[config.mk]
export PLATFORM = sky130hd
export DESIGN_NAME = regfile_wr_arbiter
export DESIGN_NICKNAME = d
export VERILOG_FILES = /design/src/rtl/regfile_wr_arbiter_pkg.sv /design/src/rtl/regfile_wr_arbiter_rr.sv /design/src/rtl/regfile_wr_arbiter.sv
export SDC_FILE = /design/constraint.sdc
export NUM_CORES = 1
export LEC_CHECK = 0
export BUFFER_PORTS_ARGS = -buffer_cell sky130_fd_sc_hd__buf_2
export CORE_ASPECT_RATIO = 1.5
export CORE_MARGIN = 2
export CORE_UTILIZATION = 47
export CTS_BUF_LIST = sky130_fd_sc_hd__clkbuf_4
export DETAILED_ROUTE_END_ITERATION = 12
export HOLD_SLACK_MARGIN = 0.1
export PLACE_DENSITY = 0.88
export SLEW_MARGIN = 10
export SYNTH_ARGS = -nofsm -noshare
export SYNTH_HDL_FRONTEND = slang
export SYNTH_HIERARCHICAL = 1
export SYNTH_SLANG_ARGS = --single-unit
[constraint.sdc]
create_clock -name clk -period 4 [get_ports clk]
set_input_delay 0 -clock clk [delete_from_list [all_inputs] [get_ports clk]]
set_output_delay 0 -clock clk [all_outputs]
set_load 0.01 [all_outputs]
[src/rtl/regfile_wr_arbiter_pkg.sv]
// Shared definitions for the register-file write arbiter: default widths,
// the hard-wired zero register address and the requester-select encoding.
package regfile_wr_arbiter_pkg;

  localparam int DEF_WIDTH      = 32;
  localparam int DEF_ADDR_WIDTH = 5;

  // Register 0 is the architectural zero register.
  localparam int ZERO_REG_ADDR  = 0;

  typedef enum logic {
    REQ_A = 1'b0,
    REQ_B = 1'b1
  } req_sel_e;

endpackage

[src/rtl/regfile_wr_arbiter_rr.sv]
// Two-way round-robin arbiter (rr_arbiter2). The priority pointer names the
// requester that wins a tie and moves only when a granted request transfers.
module rr_arbiter2
  import regfile_wr_arbiter_pkg::*;
(
  input  logic     clk,
  input  logic     rst_n,
  input  logic     valid_a,
  input  logic     valid_b,
  input  logic     advance,
  output logic [1:0] grant,
  output req_sel_e prio
);

  // A lone requester wins outright; on a tie the pointer decides.
  // No grant is issued while reset is held.
  always_comb begin
    grant = 2'b00;
    if (rst_n) begin
      if (valid_a && (!valid_b || (prio == REQ_A))) begin
        grant = 2'b01;
      end else if (valid_b) begin
        grant = 2'b10;
      end
    end
  end

  // After serving one side, the other side is favoured on the next tie.
  always_ff @(posedge clk or negedge rst_n) begin
    if (!rst_n) begin
      prio <= REQ_A;
    end else if (advance) begin
      prio <= grant[0] ? REQ_B : REQ_A;
    end
  end

endmodule

[src/rtl/regfile_wr_arbiter.sv]
// Arbitrates two register-file write requesters into a single output stage.
// Optional macro ZERO_FILTER_EN: accepted writes to register 0 are dropped.
module regfile_wr_arbiter
  import regfile_wr_arbiter_pkg::*;
#(
  parameter int WIDTH      = DEF_WIDTH,
  parameter int ADDR_WIDTH = DEF_ADDR_WIDTH
) (
  input  logic                  clk,
  input  logic                  rst_n,
  input  logic                  a_valid,
  input  logic [ADDR_WIDTH-1:0] a_addr,
  input  logic [WIDTH-1:0]      a_data,
  output logic                  a_ready,
  input  logic                  b_valid,
  input  logic [ADDR_WIDTH-1:0] b_addr,
  input  logic [WIDTH-1:0]      b_data,
  output logic                  b_ready,
  input  logic                  rf_busy,
  output logic                  rf_wrenable,
  output logic [ADDR_WIDTH-1:0] rf_addr,
  output logic [WIDTH-1:0]      rf_data,
  output req_sel_e              rr_ptr
);

  // Handshake: a requester holds valid/addr/data stable until it sees ready
  // in the same cycle; valid && ready is a transfer, captured at the next
  // posedge. ready is asserted only for the arbitration winner, only when
  // the output stage can load, and never while reset is held.

  logic                  out_valid;
  logic [ADDR_WIDTH-1:0] out_addr;
  logic [WIDTH-1:0]      out_data;

  logic                  load_ok;
  logic [1:0]            grant;
  logic                  a_xfer;
  logic                  b_xfer;
  logic                  xfer;
  req_sel_e              win_sel;
  logic [ADDR_WIDTH-1:0] win_addr;
  logic [WIDTH-1:0]      win_data;
  logic                  win_fwd;

  rr_arbiter2 u_rr (
    .clk     (clk),
    .rst_n   (rst_n),
    .valid_a (a_valid),
    .valid_b (b_valid),
    .advance (xfer),
    .grant   (grant),
    .prio    (rr_ptr)
  );

  assign load_ok = !out_valid || !rf_busy;
  assign a_ready = load_ok && grant[0];
  assign b_ready = load_ok && grant[1];
  assign a_xfer  = a_valid && a_ready;
  assign b_xfer  = b_valid && b_ready;
  assign xfer    = a_xfer || b_xfer;

  always_comb begin
    win_sel  = b_xfer ? REQ_B : REQ_A;
    win_addr = a_addr;
    win_data = a_data;
    if (win_sel == REQ_B) begin
      win_addr = b_addr;
      win_data = b_data;
    end
  end

  // A filtered zero-register write still consumes the handshake and moves
  // the pointer; it simply never becomes visible to the register file.
`ifdef ZERO_FILTER_EN
  assign win_fwd = (win_addr != ADDR_WIDTH'(ZERO_REG_ADDR));
`else
  assign win_fwd = 1'b1;
`endif

  always_ff @(posedge clk or negedge rst_n) begin
    if (!rst_n) begin
      out_valid <= 1'b0;
      out_addr  <= '0;
      out_data  <= '0;
    end else if (xfer) begin
      out_valid <= win_fwd;
      out_addr  <= win_addr;
      out_data  <= win_data;
    end else if (!rf_busy) begin
      out_valid <= 1'b0;
    end
  end

  assign rf_wrenable = out_valid && !rf_busy;
  assign rf_addr     = out_addr;
  assign rf_data     = out_data;

endmodule

Word level (Yosys, flattened, before mapping)
Cells that the tools add are included.
- register bits: 39
- word-level logic and storage cells: 27
- muxes and demuxes: 9
- bitwise logic cells: 1
- eq/ne operators: 1
- reduce and logical (&&, ||, !) cells: 12
- operators with widths (operator ; count):
    32-bit two-way mux ; 1
    1-bit logical AND ; 6
    2-bit two-way mux ; 3
    5-bit two-way mux ; 1
    1-bit two-way mux ; 4
    1-bit zero test ; 3
    1-bit logical OR ; 3
    2-bit by 1-bit inequality test with 1-bit output, second input constant ; 1
    1-bit NOT ; 1

Depth between registers and ports, before layout
Gate-level depths: netlist of run 1.
- depth in word-level cells: 9
- mapped depth: 7
- depth with buffers taken out: 6

Cells and area by module
The synthesis of run 1 kept the hierarchy.
- modules (own cells, without submodules) (module ; times used ; area an instance (um2) ; cells each):
    regfile_wr_arbiter ; 1 ; 1765.4 ; 137
    rr_arbiter2 ; 1 ; 65.1 ; 8

Least setup slack after synthesis of run 1
Ideal clock, no wire load.
- path kind: register to register
- start point: reg u_rr.prio
- end point: reg out_addr[0] (netlist: rf_addr[0])
- path buffers: 2
- arrival time: 1.402 ns
- setup slack: 2.475 ns
- stages on the path, launching flop included: 8
- period minus slack after synthesis: 1.525 ns
- cells stage by stage: dfrtp_1 > inv_1 > a21oi_1 > nand2_1 > buf_2 > clkbuf_1 > or3_1 > o221a_2
- cells in the longest elaborated chain, start to end: 9
- elaborated cells on any way between the ends: 12
- classes of those cells: mux: 4; bitwise: 1; reduce/logical: 7
- RTL lines (what ; RTL line ; RTL):
    from (decl) ; regfile_wr_arbiter_rr.sv:12 ; output req_sel_e prio
    from (signal assigned) ; regfile_wr_arbiter_rr.sv:33 ; prio <= grant[0] ? REQ_B : REQ_A;
    1-bit NOT * ; regfile_wr_arbiter_rr.sv:20 ; if (valid_a && (!valid_b || (prio == REQ_A))) begin
    1-bit logical OR * ; regfile_wr_arbiter_rr.sv:20 ;
    1-bit logical AND * ; regfile_wr_arbiter_rr.sv:20 ;
    2-bit two-way mux * ; regfile_wr_arbiter_rr.sv:20 ;
    2-bit two-way mux * ; regfile_wr_arbiter_rr.sv:19 ; if (rst_n) begin
    via grant[1] ; regfile_wr_arbiter.sv:36 ; logic [1:0] grant;
    1-bit logical AND * ; regfile_wr_arbiter.sv:57 ; assign b_ready = load_ok && grant[1];
    1-bit logical AND * ; regfile_wr_arbiter.sv:59 ; assign b_xfer = b_valid && b_ready;
    1-bit two-way mux ; regfile_wr_arbiter.sv:63 ; win_sel = b_xfer ? REQ_B : REQ_A;
    5-bit two-way mux ; regfile_wr_arbiter.sv:66 ; if (win_sel == REQ_B) begin
    to (signal assigned) ; regfile_wr_arbiter.sv:87 ; out_addr <= win_addr;
    to (decl) ; regfile_wr_arbiter.sv:32 ; logic [ADDR_WIDTH-1:0] out_addr;
The timed path passes the listed nets; every way through them passes the cells marked *.
A chain may end at the register's enable or synchronous reset.

Worst setup path after layout of run 1
- start point: reg u_rr.prio
- end point: reg out_data[7] (netlist: rf_data[7])
- cells in the longest elaborated chain, start to end: 9
- elaborated cells on any way between the ends: 12
- classes of those cells: mux: 4; bitwise: 1; reduce/logical: 7
- RTL lines (what ; RTL line ; RTL):
    1-bit NOT * ; regfile_wr_arbiter_rr.sv:20 ;
    1-bit logical OR * ; regfile_wr_arbiter_rr.sv:20 ;
    1-bit logical AND * ; regfile_wr_arbiter_rr.sv:20 ;
    2-bit two-way mux * ; regfile_wr_arbiter_rr.sv:20 ;
    2-bit two-way mux * ; regfile_wr_arbiter_rr.sv:19 ;
    via grant[1] ; regfile_wr_arbiter.sv:36 ;
    1-bit logical AND * ; regfile_wr_arbiter.sv:57 ;
    1-bit logical AND * ; regfile_wr_arbiter.sv:59 ;
    1-bit two-way mux ; regfile_wr_arbiter.sv:63 ;
    32-bit two-way mux ; regfile_wr_arbiter.sv:66 ;
    to (signal assigned) ; regfile_wr_arbiter.sv:88 ; out_data <= win_data;
    to (decl) ; regfile_wr_arbiter.sv:33 ; logic [WIDTH-1:0] out_data;
Marks and branches as above.

==> flow_metrics.tcl, run 1 <==
set metrics [dict create \
    outcome "complete, no violations" \
    required_ps 4250 \
    hold_class "primary input to async pin" \
    met2_usage_pct 60.00 \
    num_rows 27 \
    start_kind "flop" \
    cts_buffers 5 \
    ys_ff_latch 39 \
    syn_area_um2 1831 \
    fin_crit_ps 3286 \
    wl_per_cell_um 18.64 \
    p_per_area_nw_per_um2 439.9 \
    crit_slowest_cell "nand4_2" \
    worstPathMaxFanout 37 \
    drive_gt1_share_pct 50.15 \
    grt_usage_pct 33.38 \
    power.total_mw 1.434 \
    viasPerCell 5.642 \
    ctsResizeCount 0 \
    skew_ps 10.41 \
    synth_warnings 6 \
    hpwl_um 3628 \
    cts_root_buf "clkbuf_4" \
    cts.sinks 39 \
    grt_max_degree 42 \
    drt_pass1_iterations 5 \
    final_nets 415 \
    fin_setup_tns_ps 0 \
    drv_cap 0 \
    busiest_layer "met2" \
    place_congestion 0.7743 \
    rrSetupSlack_ps 710 \
    critPathTopFamily "simple AND/OR/NAND/NOR gates" \
    startpoint "u_rr/prio$_DFFE_PN0P_" \
    flow.area_growth_from_synthesis_pct 78.06 \
    maxSlewHeadroom_pct 35.00 \
    path_depth 7 \
    die_width_um 54.96 \
    io_pins 120 \
    fin_ws_ps 714.5 \
    reg2reg_to "rf_data[7]$_DFFE_PN0P_" \
    pre_cts_slack_ps 1357 \
    r2r_cells 7 \
    drc_errors 0 \
    maxSlewViolCount 0 \
    r2r_start "u_rr/prio$_DFFE_PN0P_" \
    finalSetupViolCount 0 \
    critPathMaxStageDelay_ps 760 \
    ant_nets 0 \
    p_leak_nw 1.439 \
    fmax_ghz 0.3044 \
    post-cts-setup-buffer-count 0 \
    fillers 194 \
    die_h_um 80.44 \
    fp.dieArea_um2 4420 \
    cp-end-kind "flop" \
    clk_latency_ps 360 \
    cts_tree "built" \
    use_met3_pct 9.851 \
    final_util_pct 87.71 \
    clk_pin_slew_ps 130 \
    first_iter_violations 83 \
    arrival_ps 3530 \
    tightestPinTransition_ps 972.8 \
    cp_cell_sequence "inv_1 > a21oi_1 > nand2_1 > buf_4 > nand4_2 > o221a_2 > dlygate4sd3_1" \
    htree_levels 2 \
    met1_usage_pct 34.58 \
    antenna_found_initial 0 \
    grt_overflow_total 0 \
    io_buffers 119 \
    grt_pass1_wl_um 10520 \
    post-route-period-util_pct 82.14 \
    syn-num-nets 224 \
    n_antenna_cell 0 \
    wirelength_um 7082 \
    syn_inst 145 \
    core_um2 3716 \
    first_global_vias 2244 \
    rsz0062_at_grt "no" \
    hold_violations 0 \
    synth_cell_types 18 \
    worst-path-buf-inv 3 \
    ys_seq_area_share_pct 53.32 \
    syn_avg_cell_area_um2 12.62 \
    cts_buffer_depth 2 \
    irDropWorstVdd_mv 0.4374 \
    vias 2144 \
    criticalPathCategory "flop to flop" \
    start_util_pct 49.26 \
    endpoint "rf_data[7]$_DFFE_PN0P_" \
]
==> synthesized netlist by cell type, drive strengths merged <==
cell	instances	area [um2]
and3	1	7.510
inv	1	3.750
a41o	1	10.01
nand3	1	5.000
clkbuf	3	11.26
dfrtp	39	975.9
o221a	37	416.7
a21oi	2	10.01
or3	37	231.5
buf	12	92.58
nand4	1	12.51
nand2	5	18.77
and2	3	21.27
nor2b	1	6.260
and2b	1	7.510
==> report_power, final <==
group / internal (mW) / switching [mW]
Sequential: 0.499 / 0.0690
Clock: 0.129 / 0.139
Combinational: 0.376 / 0.223
==> per-layer routing <==
metal,vias to the layer above,part of all wire (%)
met4,0,2.7
li1,961,-
met1,1031,36
met5,-,0
met3,19,8.9
met2,133,53
==> area by class of cell <==
class / count / area [um2] / area share [%]
Clock buffer: 5 / 37.54 / 1.152
Clock inverter: 3 / 38.79 / 1.190
Inverter: 1 / 3.754 / 0.1152
Multi-Input combinational cell: 90 / 758.2 / 23.26
Sequential cell: 39 / 975.9 / 29.94
Tap cell: 43 / 53.80 / 1.651
Timing Repair Buffer: 199 / 1391 / 42.69
==> cells in the final DEF, fill, tap and decap left out, drive strengths merged <==
cell type,count
nand3,1
and3,1
or3,37
and2,3
a21oi,2
inv,1
dfrtp,39
nand2,5
nor2b,1
clkbuf,5
bufinv,1
buf,121
nand4,1
dlygate4sd3,78
and2b,1
a41o,1
clkinv,2
o221a,37
==> kinds of logic after synthesis <==
group | share of synthesized area [%]
buf+inv | 5.878
simple gates | 16.95
compound gates | 23.86
flops | 53.32
==> worst register-to-register path: cells and delay by family (launching register included) <==
| kind | cells | cell delay (ps) |
|---|---|---|
| simple gates | 2 | 1160 |
| buf+inv | 3 | 950 |
| flops | 1 | 430 |
| compound gates | 2 | 640 |
==> worst min path at each step <==
stage / from / to / depth (start not counted) / slack [ps]
after detailed placement: rst_n / u_rr/prio$_DFFE_PN0P_ / 2 / 110
after floorplan: rst_n / out_valid$_DFFE_PN0P_ / 0 / -300
final: rst_n / rf_data[29]$_DFFE_PN0P_ / 3 / 290
after CTS: b_valid / out_valid$_DFFE_PN0P_ / 5 / 260
after global routing: rst_n / rf_data[29]$_DFFE_PN0P_ / 3 / 320
after global placement: rst_n / rf_data[17]$_DFFE_PN0P_ / 2 / 100
==> per-stage QoR <==
stage,cells,instance area (um2),hold WS [ps]
final,380,3259,292.4
after global routing,380,3259,319.4
after CTS,380,3259,258.9
after detailed placement,294,2402,107.9
after global placement,294,2402,101.7
after floorplan,145,1831,-295.6
==> timing repair <==
item	CTS	global route
setup endpoints to repair	0	0
hold buffers	78	0
endpoints found under the hold margin	78	0
==> state kept, by name (all words and copies together), names as in the netlist <==
signal     cells
out_valid      1
rf_addr        5
rf_data       32
u_rr/prio      1
(Power assumes the default switching activity.)
==> inputs of run 2 (changes only) <==
Settings changed: ABC_AREA set to 1, PLACE_DENSITY 0.88 to 0.82.
Clock period 4 ns to 3.4 ns, I/O delays scaled along.
==> flow_metrics.tcl, run 2 <==
set metrics [dict create \
    maxSlewViolCount 0 \
    hpwl_um 4084 \
    fillers 346 \
    post-cts-setup-buffer-count 0 \
    core_um2 4810 \
    htree_levels 2 \
    ys.flop_type "dfrtp_1" \
    clk_latency_ps 340 \
    vias 2965 \
    arrival_ps 3000 \
    p_leak_nw 2.184 \
    cts_root_buf "clkbuf_4" \
    worst-path-buf-inv 1 \
    required_ps 3690 \
    fin_setup_tns_ps 0 \
    r2r_start "out_valid$_DFFE_PN0P_" \
    viasPerCell 4.992 \
    wirelength_um 7680 \
    worstPathMaxFanout 41 \
    grt_usage_pct 28.19 \
    rrSetupSlack_ps 690 \
    ys_top_cells_by_area "dfrtp_1, nand2_1, inv_1" \
    cts_tree "built" \
    criticalPathCategory "flop to flop" \
    place_congestion 0.8026 \
    largest_reg_flops 32 \
    clk_pin_slew_ps 110 \
    cts.sinks 39 \
    path_depth 6 \
    final_util_pct 77.24 \
    startpoint "out_valid$_DFFE_PN0P_" \
    io_pins 120 \
    synth_warnings 6 \
    async_flop_share_pct 100.0 \
    hold_class "primary input to async pin" \
    synth_top_area_cell "dfrtp_1" \
    final_nets 605 \
    wl_per_cell_um 12.93 \
    fmax_ghz 0.3691 \
    hold_violations 0 \
    synth_cell_types 14 \
    drv_cap 0 \
    place_area_um2 2894 \
    first_global_vias 2851 \
    syn_inst 345 \
    fp.dieArea_um2 5576 \
    drive_gt1_share_pct 25.81 \
    synth_common_cells "nand2_1, inv_1, dfrtp_1" \
    post-route-period-util_pct 79.68 \
    r2r_cells 6 \
    start_util_pct 48.70 \
    syn-num-nets 424 \
    outcome "complete, no violations" \
    die_h_um 90.46 \
    drt_pass1_iterations 5 \
    final_area_um2 3715 \
    io_buffers 119 \
    layout.cells.most_common "buf_2" \
    grt_pass1_wl_um 12250 \
    flow.area_growth_from_synthesis_pct 58.60 \
    syn_avg_cell_area_um2 6.789 \
    cts_buffer_depth 2 \
    start_kind "flop" \
    num_rows 31 \
    ys_ff_latch 39 \
    drc_errors 0 \
    fin_crit_ps 2709 \
    grt_max_degree 42 \
    endpoint "rf_data[30]$_DFFE_PN0P_" \
    synth_top_area_share_pct 41.67 \
    die_width_um 61.64 \
    skew_ps 1.699 \
    cts_buffers 5 \
    ant_nets 0 \
    finalSetupViolCount 0 \
    crit_slowest_cell "dlygate4sd3_1" \
    syn_area_um2 2342 \
    synth.most_common_cell "nand2_1" \
    grt_overflow_total 0 \
    ys_seq_area_share_pct 41.67 \
    critPathMaxStageDelay_ps 630 \
    tightestPinTransition_ps 746.0 \
    synth_edf_count 0 \
    mostFrequentLayoutCells "buf_2, nand2_1, inv_1" \
    antenna_found_initial 1 \
    cp-end-kind "flop" \
    maxSlewHeadroom_pct 50.27 \
    critPathTopFamily "simple AND/OR/NAND/NOR gates" \
    cp_cell_sequence "nand2_2 > nand3_1 > nand2_2 > nand3_1 > dlygate4sd3_1 > nand2_1" \
    ctsResizeCount 0 \
    reg2reg_to "rf_data[30]$_DFFE_PN0P_" \
    rsz0062_at_grt "no" \
    irDropWorstVdd_mv 0.2981 \
    first_iter_violations 219 \
    p_per_area_nw_per_um2 382.6 \
]
run 2: cell families (layout without fill, tap and decap cells):
| family | Yosys count | after routing | share of synthesized area (%) |
|---|---|---|---|
| AND/OR/NAND/NOR | 201 | 201 | 39.00 |
| buffers and inverters | 105 | 287 | 19.34 |
| flip-flops | 39 | 39 | 41.67 |
| other | 0 | 1 | 0 |
run 2: how the worst min path moves through the flow:
stage	from	to	slack [ps]	cells past startpoint
4_1_cts	rst_n	u_rr/prio$_DFFE_PN0P_	280	3
3_5_place_dp	rst_n	rf_data[18]$_DFFE_PN0P_	120	2
2_1_floorplan	rst_n	out_valid$_DFFE_PN0P_	-300	0
6_report	rst_n	rf_data[19]$_DFFE_PN0P_	250	3
5_1_grt	rf_busy	rf_wrenable	300	3
3_3_place_gp	rst_n	rf_data[15]$_DFFE_PN0P_	110	2
run 2: routing by layer:
layer	track usage, %	vias to the layer above	share of wire [%]
met5	0	-	0
met4	11.35	0	2.8
met3	4.585	21	5.7
met2	49.91	156	54
met1	31.67	1370	38
li1	-	1418	-
run 2: power by group:
group	switching, mW	total (mW)	internal (mW)
Combinational	0.285	0.526	0.241
Clock	0.147	0.243	0.0967
Sequential	0.0722	0.653	0.580
Total	0.503	1.42	0.918
run 2: through the flow:
step | hold slack [ps] | instances | power (mW) | setup WS (ps)
2_1_floorplan | -295.6 | 345 | 0.8971 | 1963
3_3_place_gp | 112.1 | 509 | 1.092 | 945.4
3_5_place_dp | 117.1 | 509 | 1.102 | 826.4
4_1_cts | 282.7 | 593 | 1.406 | 757.3
5_1_grt | 296.9 | 594 | 1.512 | 515.9
6_report | 254.9 | 594 | 1.421 | 691.0
run 2: repair_timing:
action                                  in CTS  in global routing
hold buffers                                76                  0
endpoints found under the hold margin       77                  0
endpoints found under the setup margin       0                  0
run 2: tightest hold or removal path, delay by kind of cell:
family,cells,cell delay [ps]
buffers and inverters,3,1050
run 2: layout make-up:
type | instances | area [um2] | area share (%)
tap | 66 | 82.58 | 2.223
inverter | 81 | 304.0 | 8.185
timing repair buffer | 198 | 1379 | 37.12
sequential | 39 | 975.9 | 26.27
multi-input combinational | 201 | 913.4 | 24.59
antenna | 1 | 2.502 | 0.06736
clock inverter | 1 | 5.005 | 0.1347
clock buffer | 7 | 52.55 | 1.415
==> inputs of run 3 (changes only) <==
Clock period 3.4 ns to 2.8 ns, I/O delays scaled along.
==> flow_metrics.tcl, run 3 (synthesized netlist as in run 2, its figures left out) <==
set metrics [dict create \
    final_util_pct 77.42 \
    mostFrequentLayoutCells "buf_2, nand2_1, inv_1" \
    htree_levels 2 \
    worstPathMaxFanout 23 \
    arrival_ps 2600 \
    grt_pass1_wl_um 12670 \
    fp.dieArea_um2 5576 \
    criticalPathCategory "flop to flop" \
    fin_ws_ps 480.2 \
    outcome "complete, no violations" \
    comb_power_share_pct 38.2 \
    core_um2 4810 \
    fin_setup_tns_ps 0 \
    die_width_um 61.64 \
    place_area_um2 2917 \
    start_kind "flop" \
    num_rows 31 \
    viasPerCell 5.061 \
    skew_ps 4.724 \
    final_nets 608 \
    p_sw_mw 0.6180 \
    ant_nets 0 \
    drt_pass1_iterations 4 \
    irDropWorstVdd_mv 0.2921 \
    hold_buffers 76 \
    drv_cap 0 \
    maxSlewHeadroom_pct 57.51 \
    rsz0062_at_grt "no" \
    first_global_vias 2880 \
    p_per_area_nw_per_um2 458.7 \
    hold_class "primary input to flop" \
    p_leak_nw 2.191 \
    cts_root_buf "clkbuf_4" \
    maxSlewViolCount 0 \
    r2r_cells 10 \
    cts_buffer_depth 2 \
    n_antenna_cell 0 \
    fmax_ghz 0.4311 \
    internal_power_mw 1.090 \
    vias 3011 \
    grt_usage_pct 30.04 \
    power.share.clock_pct 15.6 \
    cp-end-kind "flop" \
    tightestPinTransition_ps 636.4 \
    layout.cells.most_common "buf_2" \
    die_h_um 90.46 \
    cts_tree "built" \
    largest_reg_flops 32 \
    pre_cts_slack_ps 1016 \
    final_area_um2 3724 \
    post-cts-setup-buffer-count 0 \
    wl_per_cell_um 13.63 \
    rrSetupSlack_ps 480 \
    p_sw_share_pct 36.18 \
    first_iter_violations 226 \
    hold_violations 0 \
    start_util_pct 48.70 \
    io_buffers 119 \
    ctsResizeCount 0 \
    hold_ws_ps 155.7 \
    drive_gt1_share_pct 25.90 \
    wirelength_um 8107 \
    cts_buffers 5 \
    post-route-period-util_pct 82.85 \
    place_congestion 0.7647 \
    clk_latency_ps 340 \
    cts.sinks 39 \
    clk_pin_slew_ps 110 \
    required_ps 3080 \
    io_pins 120 \
    grt_max_degree 41 \
    finalSetupViolCount 0 \
    antenna_found_initial 0 \
    drc_errors 0 \
    grt_overflow_total 0 \
    hpwl_um 4283 \
    hold_depth 4 \
    power_frac_seq_pct 46.1 \
    flow.area_growth_from_synthesis_pct 58.97 \
    fillers 369 \
    fin_crit_ps 2320 \
]
-- run 3: cell types whose count changed in the layout (fill, tap and decap cells not counted), sizes merged --
cell    delta
buf        +3
clkbuf     -2
clkinv     +1
diode      -1
-- run 3: power groups by stage --
stage | Clock (mW) | Combinational, mW | Sequential (mW)
after global routing | 0.290 | 0.722 | 0.803
after global placement | 0 | 0.533 | 0.798
after floorplan | 0 | 0.232 | 0.857
final | 0.267 | 0.653 | 0.788
after CTS | 0.272 | 0.631 | 0.786
after detailed placement | 0 | 0.551 | 0.795
-- run 3: routing by layer --
| layer | GRT usage [%] | vias to the layer above | routed length (um) |
|---|---|---|---|
| li1 | - | 1416 | - |
| met1 | 32.90 | 1401 | 2821 |
| met2 | 52.54 | 159 | 4390 |
| met3 | 5.587 | 35 | 526 |
| met4 | 14.18 | 0 | 368 |
| met5 | 0 | - | 0 |
-- run 3: final timing paths --
kind | to | startpoint
max in group asynchronous | rf_data[11]$_DFFE_PN0P_ | rst_n
worst min-delay path | u_rr/prio$_DFFE_PN0P_ | b_valid
min in group asynchronous | rf_data[19]$_DFFE_PN0P_ | rst_n
worst max-delay path | rf_data[21]$_DFFE_PN0P_ | u_rr/prio$_DFFE_PN0P_
worst min register to register | rf_data[10]$_DFFE_PN0P_ | rf_data[10]$_DFFE_PN0P_
worst max register to register | rf_data[21]$_DFFE_PN0P_ | u_rr/prio$_DFFE_PN0P_
-- run 3: critical path, stage by stage (launching register included) --
cell,delay (ps)
dfrtp_1,380
nand2_1,90
nand2_2,80
nand2_1,50
nor2_2,120
nand3_2,90
nand2_2,300
buf_4,340
nand3_1,100
dlygate4sd3_1,580
nand2_1,100
-- run 3: through the flow --
step	instances	power, mW
3_3_place_gp	512	1.331
4_1_cts	595	1.689
5_1_grt	595	1.815
6_report	595	1.708
3_5_place_dp	512	1.346
2_1_floorplan	345	1.089
-- run 3: layout make-up --
| type | instances | area, um2 | share of cell area [%] |
|---|---|---|---|
| Timing Repair Buffer | 201 | 1401 | 37.63 |
| Clock inverter | 2 | 8.758 | 0.2352 |
| Clock buffer | 5 | 37.54 | 1.008 |
| Multi-Input combinational cell | 201 | 913.4 | 24.53 |
| Tap cell | 66 | 82.58 | 2.218 |
| Inverter | 81 | 304.0 | 8.165 |
| Sequential cell | 39 | 975.9 | 26.21 |
